===== config.mk =====
export PLATFORM = sky130hd
export DESIGN_NAME = dm_hart_array
export DESIGN_NICKNAME = d
export VERILOG_FILES = /design/src/rtl/dm_hart_array_pkg.sv /design/src/rtl/dm_hart_array_ctrl.sv /design/src/rtl/dm_hart_array.sv
export SDC_FILE = /design/constraint.sdc
export NUM_CORES = 1
export LEC_CHECK = 0
export ABC_AREA = 1
export BUFFER_PORTS_ARGS = -buffer_cell sky130_fd_sc_hd__buf_4
export CAP_MARGIN = 40
export CORE_UTILIZATION = 54
export CTS_CLUSTER_SIZE = 40
export DETAILED_ROUTE_END_ITERATION = 8
export PLACE_DENSITY = 0.84
export SYNTH_ARGS = -nofsm -noshare
export SYNTH_HDL_FRONTEND = slang
export SYNTH_SLANG_ARGS = --single-unit

===== constraint.sdc =====
create_clock -name clk_i -period 3.4 [get_ports clk_i]
set_clock_uncertainty 0.2 [all_clocks]
set_input_delay 0.68 -clock clk_i [delete_from_list [all_inputs] [get_ports clk_i]]
set_output_delay 0.68 -clock clk_i [all_outputs]
set_load 0.02 [all_outputs]

===== src/rtl/dm_hart_array_pkg.sv =====
`default_nettype none
// ============================================================================
// Package  : dm
// Purpose  : Shared types and helpers for the debug-module multi-hart
//            run-control engine: per-hart state encoding, the dmstatus
//            summary struct and any/all reduction helpers.
// Ports    : none (package)
// Revision : 1.0 - initial release
// ============================================================================
package dm;

  localparam int MaxHarts = 32;

  typedef enum logic [1:0] {
    Running    = 2'd0,
    Halted     = 2'd1,
    ResumePend = 2'd2
  } hart_state_e;

  // Field order matches dmstatus bits 19..8, so the struct can be dropped
  // straight into the CSR image.
  typedef struct packed {
    logic allhavereset;
    logic anyhavereset;
    logic allresumeack;
    logic anyresumeack;
    logic allnonexistent;
    logic anynonexistent;
    logic allunavail;
    logic anyunavail;
    logic allrunning;
    logic anyrunning;
    logic allhalted;
    logic anyhalted;
  } hart_status_t;

  function automatic logic any_of(input logic [MaxHarts-1:0] x,
                                  input logic [MaxHarts-1:0] s);
    return |(x & s);
  endfunction

  // Unselected positions read as 1 so they never veto "all"; an empty
  // selection reports 0.
  function automatic logic all_of(input logic [MaxHarts-1:0] x,
                                  input logic [MaxHarts-1:0] s);
    return (&(x | ~s)) & (|s);
  endfunction

endpackage
`default_nettype wire


===== src/rtl/dm_hart_array_ctrl.sv =====
`default_nettype none
// ============================================================================
// Module   : dm_hart_ctrl
// Purpose  : Run-control state for one hart slot: RUNNING/HALTED/RESUME_PEND
//            FSM, resume request hold, sticky resumeack and havereset.
// Ports    : i_clk, i_rst_n      - clock, asynchronous active-low reset
//            i_clear             - synchronous soft clear (DM inactive)
//            i_sel               - hart is in the current selection
//            i_haltreq           - halt request level
//            i_resumereq         - resume request pulse
//            i_ackhavereset      - havereset acknowledge pulse
//            i_halted            - hart is in debug mode
//            i_resuming          - hart left debug mode (pulse)
//            i_hart_reset        - hart came out of reset (pulse)
//            o_resumereq         - registered resume request to debug memory
//            o_resumeack         - sticky resume acknowledge
//            o_havereset         - sticky have-reset flag
// Revision : 1.0 - initial release
// ============================================================================
module dm_hart_ctrl
  import dm::*;
#(
  parameter logic SELECTABLE = 1'b1
) (
  input  logic i_clk,
  input  logic i_rst_n,
  input  logic i_clear,
  input  logic i_sel,
  input  logic i_haltreq,
  input  logic i_resumereq,
  input  logic i_ackhavereset,
  input  logic i_halted,
  input  logic i_resuming,
  input  logic i_hart_reset,
  output logic o_resumereq,
  output logic o_resumeack,
  output logic o_havereset
);

  hart_state_e r_state;
  logic        r_resumereq;
  logic        r_resumeack;
  logic        r_havereset;

  always_ff @(posedge i_clk or negedge i_rst_n) begin
    if (!i_rst_n) begin
      r_state     <= Running;
      r_resumereq <= 1'b0;
      r_resumeack <= 1'b0;
      r_havereset <= SELECTABLE;
    end else if (i_clear) begin
      r_state     <= Running;
      r_resumereq <= 1'b0;
      r_resumeack <= 1'b0;
      r_havereset <= SELECTABLE;
    end else begin
      case (r_state)
        Running: begin
          if (i_halted) begin
            r_state <= Halted;
          end
        end
        Halted: begin
          // A concurrent halt request takes priority over resume.
          if (i_resumereq && i_sel && !i_haltreq) begin
            r_state     <= ResumePend;
            r_resumeack <= 1'b0;
            r_resumereq <= 1'b1;
          end else if (!i_halted) begin
            // Left debug mode without a resume: the hart was reset.
            r_state <= Running;
          end
        end
        ResumePend: begin
          if (i_resuming) begin
            r_state     <= Running;
            r_resumeack <= 1'b1;
            r_resumereq <= 1'b0;
          end
        end
        default: begin
          r_state     <= Running;
          r_resumereq <= 1'b0;
        end
      endcase

      // A fresh reset must not be lost to an acknowledge in the same cycle.
      if (i_hart_reset) begin
        r_havereset <= 1'b1;
      end else if (i_ackhavereset && i_sel) begin
        r_havereset <= 1'b0;
      end
    end
  end

  assign o_resumereq = r_resumereq;
  assign o_resumeack = r_resumeack;
  assign o_havereset = r_havereset;

endmodule
`default_nettype wire


===== src/rtl/dm_hart_array.sv =====
`default_nettype none
// ============================================================================
// Module   : dm_hart_array
// Purpose  : Multi-hart run-control engine between the DM CSR block and the
//            per-hart debug memory. Resolves hartsel / hart-array-window
//            selection, issues halt and resume requests, runs a halt-timeout
//            watchdog and produces registered dmstatus summary flags.
// Ports    : clk_i, rst_ni        - clock, asynchronous active-low reset
//            dmactive_i           - DM active; low is a synchronous clear
//            hartsel_i/hasel_i/hawindow_i - hart selection
//            haltreq_i, resumereq_i, ackhavereset_i - dmcontrol requests
//            halted_i, resuming_i, unavailable_i, hart_reset_i - hart status
//            debug_req_o, resumereq_o - per-hart requests
//            sel_o                - current selection vector
//            halt_timeout_o       - sticky watchdog flag
//            status_o             - any/all summary flags
// Revision : 1.0 - initial release
// ============================================================================
module dm_hart_array
  import dm::*;
#(
  parameter int                 NrHarts         = 1,
  parameter logic [NrHarts-1:0] SelectableHarts = '1,
  parameter int                 HaltTimeout     = 1024,
  parameter int                 CntWidth        = (HaltTimeout > 0) ? $clog2(HaltTimeout + 1) : 1
) (
  input  logic               clk_i,
  input  logic               rst_ni,
  input  logic               dmactive_i,
  input  logic [19:0]        hartsel_i,
  input  logic               hasel_i,
  input  logic [NrHarts-1:0] hawindow_i,
  input  logic               haltreq_i,
  input  logic               resumereq_i,
  input  logic               ackhavereset_i,
  input  logic [NrHarts-1:0] halted_i,
  input  logic [NrHarts-1:0] resuming_i,
  input  logic [NrHarts-1:0] unavailable_i,
  input  logic [NrHarts-1:0] hart_reset_i,
  output logic [NrHarts-1:0] debug_req_o,
  output logic [NrHarts-1:0] resumereq_o,
  output logic [NrHarts-1:0] sel_o,
  output logic               halt_timeout_o,
  output hart_status_t       status_o
);

  logic [NrHarts-1:0] w_single;
  logic [NrHarts-1:0] w_sel;
  logic [NrHarts-1:0] w_resumeack;
  logic [NrHarts-1:0] w_havereset;
  logic [NrHarts-1:0] w_pending;
  logic               w_nonexistent;
  logic               w_clear;
  logic               w_wd_active;
  hart_status_t       w_status;
  hart_status_t       r_status;

  assign w_clear = ~dmactive_i;

  // --------------------------------------------------------------------------
  // Selection. An out-of-range hartsel matches no slot, which also makes it
  // read as nonexistent without indexing past the parameter width.
  // --------------------------------------------------------------------------
  for (genvar h = 0; h < NrHarts; h++) begin : g_sel
    assign w_single[h] = (hartsel_i == 20'(h));
    assign w_sel[h]    = SelectableHarts[h] & (w_single[h] | (hasel_i & hawindow_i[h]));
  end

  assign w_nonexistent = ~|(w_single & SelectableHarts);
  assign sel_o         = w_sel;

  // Harts still owed a halt: selected, not yet in debug mode, and reachable.
  assign w_pending   = w_sel & ~halted_i & ~unavailable_i;
  assign debug_req_o = {NrHarts{dmactive_i & haltreq_i}} & w_pending;

  // --------------------------------------------------------------------------
  // Per-hart run control
  // --------------------------------------------------------------------------
  for (genvar h = 0; h < NrHarts; h++) begin : g_hart
    dm_hart_ctrl #(
      .SELECTABLE (SelectableHarts[h])
    ) u_hart_ctrl (
      .i_clk          (clk_i),
      .i_rst_n        (rst_ni),
      .i_clear        (w_clear),
      .i_sel          (w_sel[h]),
      .i_haltreq      (haltreq_i),
      .i_resumereq    (resumereq_i),
      .i_ackhavereset (ackhavereset_i),
      .i_halted       (halted_i[h]),
      .i_resuming     (resuming_i[h]),
      .i_hart_reset   (hart_reset_i[h]),
      .o_resumereq    (resumereq_o[h]),
      .o_resumeack    (w_resumeack[h]),
      .o_havereset    (w_havereset[h])
    );
  end

  // --------------------------------------------------------------------------
  // Halt-timeout watchdog
  // --------------------------------------------------------------------------
  assign w_wd_active = haltreq_i & (|w_pending);

  if (HaltTimeout > 0) begin : g_wdog
    localparam logic [CntWidth-1:0] c_LIMIT = CntWidth'(HaltTimeout);

    logic [CntWidth-1:0] r_cnt;
    logic [CntWidth-1:0] w_cnt_nxt;
    logic                r_timeout;

    // Saturate at the limit so a long-stuck request never wraps the count.
    always_comb begin
      w_cnt_nxt = r_cnt;
      if (w_wd_active && (r_cnt != c_LIMIT)) begin
        w_cnt_nxt = r_cnt + CntWidth'(1);
      end
    end

    // The flag is raised on the same edge the count reaches the limit.
    always_ff @(posedge clk_i or negedge rst_ni) begin
      if (!rst_ni) begin
        r_cnt     <= '0;
        r_timeout <= 1'b0;
      end else if (w_clear || !haltreq_i) begin
        r_cnt     <= '0;
        r_timeout <= 1'b0;
      end else begin
        r_cnt <= w_cnt_nxt;
        if (w_cnt_nxt == c_LIMIT) begin
          r_timeout <= 1'b1;
        end
      end
    end

    assign halt_timeout_o = r_timeout;
  end else begin : g_no_wdog
    assign halt_timeout_o = 1'b0;
  end

  // --------------------------------------------------------------------------
  // Status reduction over the current selection, registered once.
  // --------------------------------------------------------------------------
  always_comb begin
    logic [MaxHarts-1:0] v_s;
    logic [MaxHarts-1:0] v_halted;
    logic [MaxHarts-1:0] v_running;
    logic [MaxHarts-1:0] v_unavail;
    logic [MaxHarts-1:0] v_ack;
    logic [MaxHarts-1:0] v_hrst;

    v_s       = MaxHarts'(w_sel);
    v_halted  = MaxHarts'(halted_i);
    v_running = MaxHarts'(~halted_i & ~unavailable_i);
    v_unavail = MaxHarts'(unavailable_i);
    v_ack     = MaxHarts'(w_resumeack);
    v_hrst    = MaxHarts'(w_havereset);

    w_status                = '0;
    w_status.anyhalted      = any_of(v_halted, v_s);
    w_status.allhalted      = all_of(v_halted, v_s);
    w_status.anyrunning     = any_of(v_running, v_s);
    w_status.allrunning     = all_of(v_running, v_s);
    w_status.anyunavail     = any_of(v_unavail, v_s);
    w_status.allunavail     = all_of(v_unavail, v_s);
    w_status.anyresumeack   = any_of(v_ack, v_s);
    w_status.allresumeack   = all_of(v_ack, v_s);
    w_status.anyhavereset   = any_of(v_hrst, v_s);
    w_status.allhavereset   = all_of(v_hrst, v_s);
    // Nonexistence describes the hartsel target alone, not the window.
    w_status.anynonexistent = w_nonexistent;
    w_status.allnonexistent = w_nonexistent;
  end

  always_ff @(posedge clk_i or negedge rst_ni) begin
    if (!rst_ni) begin
      r_status <= '0;
    end else if (w_clear) begin
      r_status <= '0;
    end else begin
      r_status <= w_status;
    end
  end

  assign status_o = r_status;

endmodule
`default_nettype wire


; ---- Word level (Yosys, flattened, before mapping)
; Cells that the tools add are included.
[totals]
regBits = 29
wordCells = 104
output_inout_bits = 16
in_bits = 32
[op_classes]
eq_ne = 11
muxes = 22
bitwise_logic = 29
reduce_logical = 23
add_sub_neg = 1
[ops]
columns = operator, count
row1 = 32-bit AND reduction, 5
row2 = 32-bit OR reduction, 5
row3 = 1-bit by 32-bit bitwise OR with 32-bit output, 4
row4 = 1-bit inverter with 32-bit output, 3
row5 = 32-bit by 1-bit bitwise AND with 32-bit output, 1
row6 = 32-bit bitwise AND, 1
row7 = 32-bit bitwise OR, 1
row8 = 11-bit two-way mux, 2
row9 = 20-bit zero test, 1
row10 = 1-bit bitwise AND, 15
row11 = 12-bit two-way mux, 1
row12 = "11-bit by 1-bit adder with 11-bit output, second input constant", 1
row13 = "11-bit equality test, second input constant", 1
row14 = 1-bit two-way mux, 11
row15 = "11-bit inequality test, second input constant", 1
row16 = 2-bit two-way mux, 5
row17 = 3-bit AND reduction, 3
row18 = "3-bit by 1-bit inequality test with 1-bit output, second input constant", 2
row19 = "3-bit inequality test, second input constant", 2
row20 = 2-bit one-hot mux with 3 select lines, 1
row21 = 1-bit logical AND, 4
row22 = "4-bit by 3-bit inequality test with 1-bit output, second input constant", 1
row23 = "3-bit by 2-bit inequality test with 1-bit output, second input constant", 1
row24 = 1-bit inverter, 3
row25 = other kinds (10), 11

; ---- Logic depth before layout (Yosys ltp)
; Gate-level depths: netlist (run 1).
[depth]
depth_word = 10
mapped_depth = 14
mapped_depth_nobuf = 14

; ---- Hierarchy
; Synthesis (run 1) repeated with hierarchy kept, for this count alone.
[hier_totals]
hier_cells = 218
hier_area_um2 = 1511.4
[modules_own_cells]
columns = module, area_each_um2, cells_per_inst, n_inst, seq_area_each_um2
row1 = dm_hart_array, 1217.4, 177, 1, 450.4
row2 = dm_hart_ctrl, 294.0, 41, 1, 126.4

; ---- Worst setup path after synthesis (run 1)
; Ideal clock, no wire load.
[synth_path]
path_type = input-to-output
from = input port hartsel_i[7]
to = output port debug_req_o
required_ns = 2.520
stages = 8
n_path_buf = 1
arrival_time_ns = 1.632
path_slack_ns = 0.888
cell_sequence = nor2_1 > nand2_1 > nor2_2 > nand3_2 > nand2_4 > buf_12 > nand2_1 > nor2_1
[synth_between]
elab_chain_cells = 5
[synth_lines]
columns = element, line_no
row1 = start: declaration, dm_hart_array.sv:30  ; input logic [19:0] hartsel_i,
row2 = 20-bit zero test, dm_hart_array.sv:65  ; assign w_single[h] = (hartsel_i == 20'(h));
row3 = 1-bit bitwise OR, dm_hart_array.sv:66  ; assign w_sel[h] = SelectableHarts[h] & (w_single[h] | (hasel_i & hawindow_i[h]));
row4 = net sel_o, dm_hart_array.sv:42  ; output logic [NrHarts-1:0] sel_o,
row5 = 1-bit bitwise AND (2 in a row), dm_hart_array.sv:73  ; assign w_pending = w_sel & ~halted_i & ~unavailable_i;
row6 = 1-bit bitwise AND, dm_hart_array.sv:74  ; assign debug_req_o = {NrHarts{dmactive_i & haltreq_i}} & w_pending;
row7 = end: declaration, dm_hart_array.sv:40  ; output logic [NrHarts-1:0] debug_req_o,
; The timed path passes the listed nets, and every way through them passes these cells.

; ---- Worst setup path in the final report (run 1)
[layout_path]
from = input port hartsel_i[7]
to = output port debug_req_o
[layout_between]
elab_chain_cells = 5
[layout_lines]
columns = element, line_no
row1 = 20-bit zero test, dm_hart_array.sv:65
row2 = 1-bit bitwise OR, dm_hart_array.sv:66
row3 = 1-bit bitwise AND (2 in a row), dm_hart_array.sv:73
row4 = 1-bit bitwise AND, dm_hart_array.sv:74
; No other way between the ends.

==> results.py, run 1 <==
metrics = {
    "status": {
        "status": "finished, final reports clean",
    },
    "floorplan": {
        "ios": 48,
        "die_w_um": 55.04,
        "core_region_area_um2": 2567,
        "die_area_um2": 3029,
        "die_h_um": 55.04,
        "start_util_pct": 59.16,
        "num_rows": 18,
    },
    "pwr": {
        "ir_worst_vdd_mv": 0.2237,
        "p_per_area_nw_per_um2": 263.1,
        "leakagePower_nw": 0.9531,
    },
    "global_route": {
        "grt_pass1_vias": 1239,
        "met3_usage_pct": 3.825,
        "track_usage_pct": 23.27,
        "grt_overflow": 0,
        "grt_max_degree": 24,
        "grt_pass1_wl_mm": 4.988,
        "grtUsageMet1_pct": 29.48,
        "grtUsageMet2_pct": 40.36,
        "antenna_found_initial": 0,
        "grt.busiest_layer": "met2",
    },
    "layout": {
        "drive_gt1_share_pct": 32.40,
        "nNetsFinal": 285,
        "syn_to_final_growth_pct": 21.91,
        "antennaDiodeCount": 0,
        "fill_cells": 228,
    },
    "clock_network": {
        "htreeDepth": 1,
        "clk_pin_slew_worst_paths_ns": 0.13,
        "clkLatencyLatePin_ns": 0.31,
        "cts_num_sinks": 23,
        "cts_tree": "built",
        "clk_path_buf_depth": 2,
        "cts.repair.resized": 0,
        "cts_setup_buffers": 0,
        "root_buffer": "clkbuf_4",
        "hold_buffers": 0,
        "cts_buffers": 3,
    },
    "synth": {
        "synth_top_area_share_pct": 36.24,
        "yosysWarningCount": 0,
        "synth_cells": 209,
        "synthTopCellsByArea": "dfrtp_1 (36%), nand2_1 (13%), nor2_1 (9.1%), inv_1 (4.7%), nand4_1 (4.1%)",
        "synth_cell_types": 33,
        "synthFlopType": "dfrtp_1",
        "synthArstFlopShare_pct": 100.0,
        "synthesis.area_um2": 1519,
        "ys_top_cells_by_count": "nand2_1 (53), nor2_1 (37), dfrtp_1 (22)",
        "synth_nets": 243,
        "syn_avg_cell_area_um2": 7.268,
        "ys_ff_latch": 23,
        "ys_seq_area_share_pct": 37.97,
        "synth.most_common_cell": "nand2_1",
        "synth_edf_count": 0,
        "yosysTopAreaCell": "dfrtp_1",
    },
    "drt": {
        "drtPass1Iterations": 4,
        "drt-initial-drc-count": 41,
        "ant_nets": 0,
        "drt-vias-per-instance": 5.061,
        "wl_mm": 3.235,
        "num_vias": 1417,
        "drc": 0,
        "wl_per_cell_um": 11.55,
    },
    "placement": {
        "place_hpwl_mm": 2.518,
        "io_buffer_count": 47,
        "routabilityCongestion": 0.8448,
    },
    "timing": {
        "period_share_pct": 76.34,
        "rsz0062_at_grt": "no",
        "worst_pin_slew_ns": 0.4353,
        "tns_ns": 0,
        "slew_headroom_pct": 70.91,
        "hold_violations": 0,
        "max_freq_mhz": 385.2,
        "slew_violations": 0,
        "finalSetupViolCount": 0,
        "post-route-min-period_ns": 2.596,
        "timing.hold.ws_ns": 0.02101,
    },
    "worst_setup_path": {
        "arrival_ns": 1.72,
        "r2r_setup_slack_ns": 1.26,
        "path_max_fanout": 19,
        "criticalPathCategory": "in -> out",
        "end_kind": "primary output",
        "startpoint_type": "input port",
        "worstSetupStartpoint": "hartsel_i[7]",
        "crit_required_ns": 2.52,
        "reg2reg_from": "g_wdog.r_cnt[0]",
    },
    "worst_hold_path": {
        "hp-class": "in -> async",
    },
    "job": {
        "drv_cap": 0,
    },
}
placed cells by master, fill, tap and decap left out, types with 2 or more instances in the layout:
cell type	n
nand2_2	2
dfrtp_1	22
nand2_1	53
clkbuf_4	3
xor2_1	2
nor2_4	2
nand3_2	3
nand4_1	10
o21ai_1	2
buf_4	47
nand3_1	12
nor3_2	2
nor2_2	5
nor3_1	4
ha_1	2
nor2_1	37
inv_2	10
inv_1	19
area by class of cell:
cell class	instances	area [um2]	share of cell area, %
Sequential cell	23	576.8	31.15
Timing Repair Buffer	47	352.8	19.05
Tap cell	30	37.54	2.027
Clock inverter	1	5.005	0.2703
Multi-Input combinational cell	146	744.5	40.20
Inverter	30	112.6	6.081
Clock buffer	3	22.52	1.216
cell families after synthesis:
kind of cell | count (synthesis) | share of synthesized area (%)
buffers and inverters | 40 | 13.01
xor gates and xnor gates | 3 | 1.730
adders and majority gates | 2 | 1.647
and+or+nand+nor | 135 | 43.00
AOI/OAI and AO/OA | 6 | 2.636
DFF | 23 | 37.97
sequential cells by signal (all words and copies together), names as in the netlist:
signal	count
g_hart.u_hart_ctrl.r_state	2
halt_timeout_o	1
status_o	6
g_hart.u_hart_ctrl.o_resumeack	1
g_hart.u_hart_ctrl.o_resumereq	1
g_hart.u_hart_ctrl.o_havereset	1
g_wdog.r_cnt	11
final timing paths:
path	end	cells past startpoint
setup / recovery	debug_req_o	9
hold / removal	g_hart[0].u_hart_ctrl.o_resumeack	1
setup reg to reg	halt_timeout_o	12
hold reg to reg	status_o[11]	2
max in group asynchronous	g_hart[0].u_hart_ctrl.o_havereset	1
min in group clk_i	status_o[11]	2
critical path, stage by stage:
cell and delay [ns]:
buf_4 0.11, nor2_1 0.09, nand2_1 0.07, nor2_2 0.12
nand3_2 0.12, nand2_4 0.21, nand2_1 0.07, nor2_1 0.10
buf_4 0.15
layer usage:
metal	wire length [um]	up-vias
met4	34	0
li1	-	731
met3	224	5
met2	1552	43
met5	0	-
met1	1424	638
power by group:
| part | switching [mW] | internal [mW] | total, mW |
|---|---|---|---|
| clock | 0.0830 | 0.0440 | 0.127 |
| combinational | 0.0418 | 0.0382 | 0.0800 |
| sequential | 0.00243 | 0.278 | 0.280 |
through the flow:
| step | util, % | cell area [um2] | power, mW | worst slack [ns] | std cells |
|---|---|---|---|---|---|
| 5_1_grt | 72.12 | 1852 | 0.5094 | 0.6741 | 280 |
| 3_3_place_gp | 71.05 | 1824 | 0.3646 | 0.8362 | 276 |
| 3_5_place_dp | 71.05 | 1824 | 0.3658 | 0.7951 | 276 |
| 2_1_floorplan | - | 1519 | 0.3268 | 0.8885 | 209 |
| 6_report | 72.12 | 1852 | 0.4872 | 0.8043 | 280 |
| 4_1_cts | 72.12 | 1852 | 0.4925 | 0.7876 | 280 |
No activity file was read; power rests on OpenSTA's default activity.
==> run 2, diff against run 1 <==
--- a/config.mk
+++ b/config.mk
@@ -8,10 +8,10 @@
 export ABC_AREA = 1
 export BUFFER_PORTS_ARGS = -buffer_cell sky130_fd_sc_hd__buf_4
 export CAP_MARGIN = 40
-export CORE_UTILIZATION = 54
+export CORE_UTILIZATION = 51
 export CTS_CLUSTER_SIZE = 40
 export DETAILED_ROUTE_END_ITERATION = 8
-export PLACE_DENSITY = 0.84
+export PLACE_DENSITY = 0.8
 export SYNTH_ARGS = -nofsm -noshare
 export SYNTH_HDL_FRONTEND = slang
 export SYNTH_SLANG_ARGS = --single-unit
==> constraint.sdc (replaced) <==
create_clock -name clk_i -period 2.4 [get_ports clk_i]
set_clock_uncertainty 0.2 [all_clocks]
set_input_delay 0.48 -clock clk_i [delete_from_list [all_inputs] [get_ports clk_i]]
set_output_delay 0.48 -clock clk_i [all_outputs]
set_load 0.02 [all_outputs]
==> results.py, run 2 (same netlist as run 1, synthesis figures left out) <==
metrics = {
    "global_route": {
        "track_usage_pct": 22.24,
        "grt_max_degree": 24,
        "grt_pass1_wl_mm": 5.561,
        "antenna_found_initial": 0,
        "grt_pass1_vias": 1327,
        "grt_overflow": 0,
    },
    "timing": {
        "period_share_pct": 91.92,
        "rsz0062_at_grt": "no",
        "post-route-min-period_ns": 2.206,
        "max_freq_mhz": 453.3,
        "worst_pin_slew_ns": 0.4191,
        "tns_ns": 0,
        "hold_violations": 0,
        "finalSetupViolCount": 0,
        "slew_violations": 0,
        "slew_headroom_pct": 71.99,
    },
    "worst_setup_path": {
        "critPathBufInv": 2,
        "end_kind": "primary output",
        "startpoint_type": "input port",
        "reg2reg_from": "g_wdog.r_cnt[0]",
        "worstSetupStartpoint": "hartsel_i[5]",
        "r2r_setup_slack_ns": 0.30,
        "crit_slowest_cell": "nand2_4",
        "cp.depth": 9,
        "arrival_ns": 1.53,
        "path_max_fanout": 19,
        "reg2regPathDepth": 12,
        "cp_top_family": "simple AND/OR/NAND/NOR gates",
        "criticalPathCategory": "in -> out",
        "critPathMaxStageDelay_ns": 0.21,
        "crit_required_ns": 1.72,
        "path_cells": "buf_4, nor2_1, nand2_1, nor2_2, nand3_2, nand2_4, nand2_1, nor2_1, buf_4",
    },
    "drt": {
        "dr_wl_met3_um": 284,
        "num_vias": 1428,
        "drc": 0,
        "met1_length_mm": 1.404,
        "drt-initial-drc-count": 38,
        "wl_per_cell_um": 11.10,
        "drtPass1Iterations": 4,
        "wl_met2_mm": 1.385,
        "drt-vias-per-instance": 5.064,
        "wl_mm": 3.131,
        "top_layer_used": "met4",
        "ant_nets": 0,
    },
    "layout": {
        "mostFrequentLayoutCells": "nand2_1 (53), buf_4 (47), nor2_1 (37), dfrtp_1 (22), inv_1 (19)",
        "final_common_cell": "nand2_1",
        "largest_reg_flops": 11,
        "fin_util_pct": 66.98,
        "drive_gt1_share_pct": 32.27,
        "multi_input_area_um2": 744.5,
        "stdcell_area_um2": 1863,
        "antennaDiodeCount": 0,
        "syn_to_final_growth_pct": 22.65,
        "fill_cells": 251,
        "nNetsFinal": 286,
        "seq_area_um2": 576.8,
        "largest-register": "g_wdog.r_cnt",
        "fin_cells": 282,
    },
    "pwr": {
        "leakagePower_nw": 0.9573,
        "power_mw": 0.6893,
        "p_per_area_nw_per_um2": 370.0,
        "ir_worst_vdd_mv": 0.4022,
    },
    "clock_network": {
        "cts_tree": "built",
        "clk_pin_slew_worst_paths_ns": 0.13,
        "clk_path_buf_depth": 2,
        "clkLatencyLatePin_ns": 0.31,
        "root_buffer": "clkbuf_4",
        "htreeDepth": 1,
        "cts_buffers": 3,
        "cts_num_sinks": 23,
    },
    "job": {
        "drv_cap": 0,
    },
    "status": {
        "status": "finished, final reports clean",
    },
    "floorplan": {
        "die_h_um": 56.58,
        "num_rows": 19,
        "die_area_um2": 3201,
        "die_w_um": 56.58,
        "start_util_pct": 54.61,
        "core_region_area_um2": 2781,
        "ios": 48,
    },
    "placement": {
        "placed_area_um2": 1826,
        "dp.cells": 277,
        "io_buffer_count": 47,
        "place_hpwl_mm": 2.422,
        "routabilityCongestion": 0.8979,
    },
    "worst_hold_path": {
        "hp-class": "in -> reg",
        "min_path_cells": 2,
        "hp-start": "hart_reset_i",
    },
}
-- run 2: cell count changes in the layout (fill, tap and decap cells not counted) --
cell           previous run  this run
dlygate4sd3_1             0         1
-- run 2: through the flow --
step           setup slack, ns  hold slack, ns
2_1_floorplan           0.2885        -0.01559
5_1_grt                0.05187          0.1298
6_report                0.1940          0.1538
3_3_place_gp            0.2270          0.1868
4_1_cts                 0.1907          0.1431
3_5_place_dp            0.1965          0.1874
-- run 2: what timing repair did --
item                                    in CTS  in global routing
gates resized for setup                      0                  0
hold buffers                                 1                  0
endpoints found under the hold margin       22                  0
setup buffers                                0                  0
endpoints found under the setup margin       0                  0
-- run 2: report_power, final --
group | internal (mW) | total (mW) | switching [mW]
clock network | 0.0623 | 0.178 | 0.115
registers | 0.393 | 0.397 | 0.00363
logic | 0.0552 | 0.115 | 0.0593
-- run 2: layer usage --
layer  vias up  GRT usage, %
li1        735             -
met1       634         29.32
met2        55         35.97
met3         4         4.147
met4         0         9.059
met5         -             0
-- run 2: worst paths after layout --
kind | end
worst max-delay path | debug_req_o
worst min-delay path | g_hart[0].u_hart_ctrl.o_havereset
worst max register to register | halt_timeout_o
worst min register to register | status_o[11]
max in group asynchronous | g_hart[0].u_hart_ctrl.o_havereset
min in group asynchronous | g_hart[0].u_hart_ctrl.r_state[1]
-- run 2: layout make-up --
| type | count | share of cell area, % |
|---|---|---|
| Clock buffer | 3 | 1.209 |
| Clock inverter | 1 | 0.2686 |
| Sequential cell | 23 | 30.96 |
| Inverter | 30 | 6.044 |
| Tap cell | 31 | 2.082 |
| Timing Repair Buffer | 48 | 19.48 |
| Multi-Input combinational cell | 146 | 39.96 |
-- run 2: worst reg2reg max path, stage by stage (launching register included) --
cell     delay [ns]
dfrtp_1        0.46
inv_1          0.12
ha_1           0.16
nand2_1        0.06
nor3_2         0.12
nand3_2        0.19
nand3_4        0.18
nand2_1        0.06
o21ai_1        0.10
nand2_1        0.08
nor2_2         0.09
nand3_2        0.08
a21oi_2        0.12
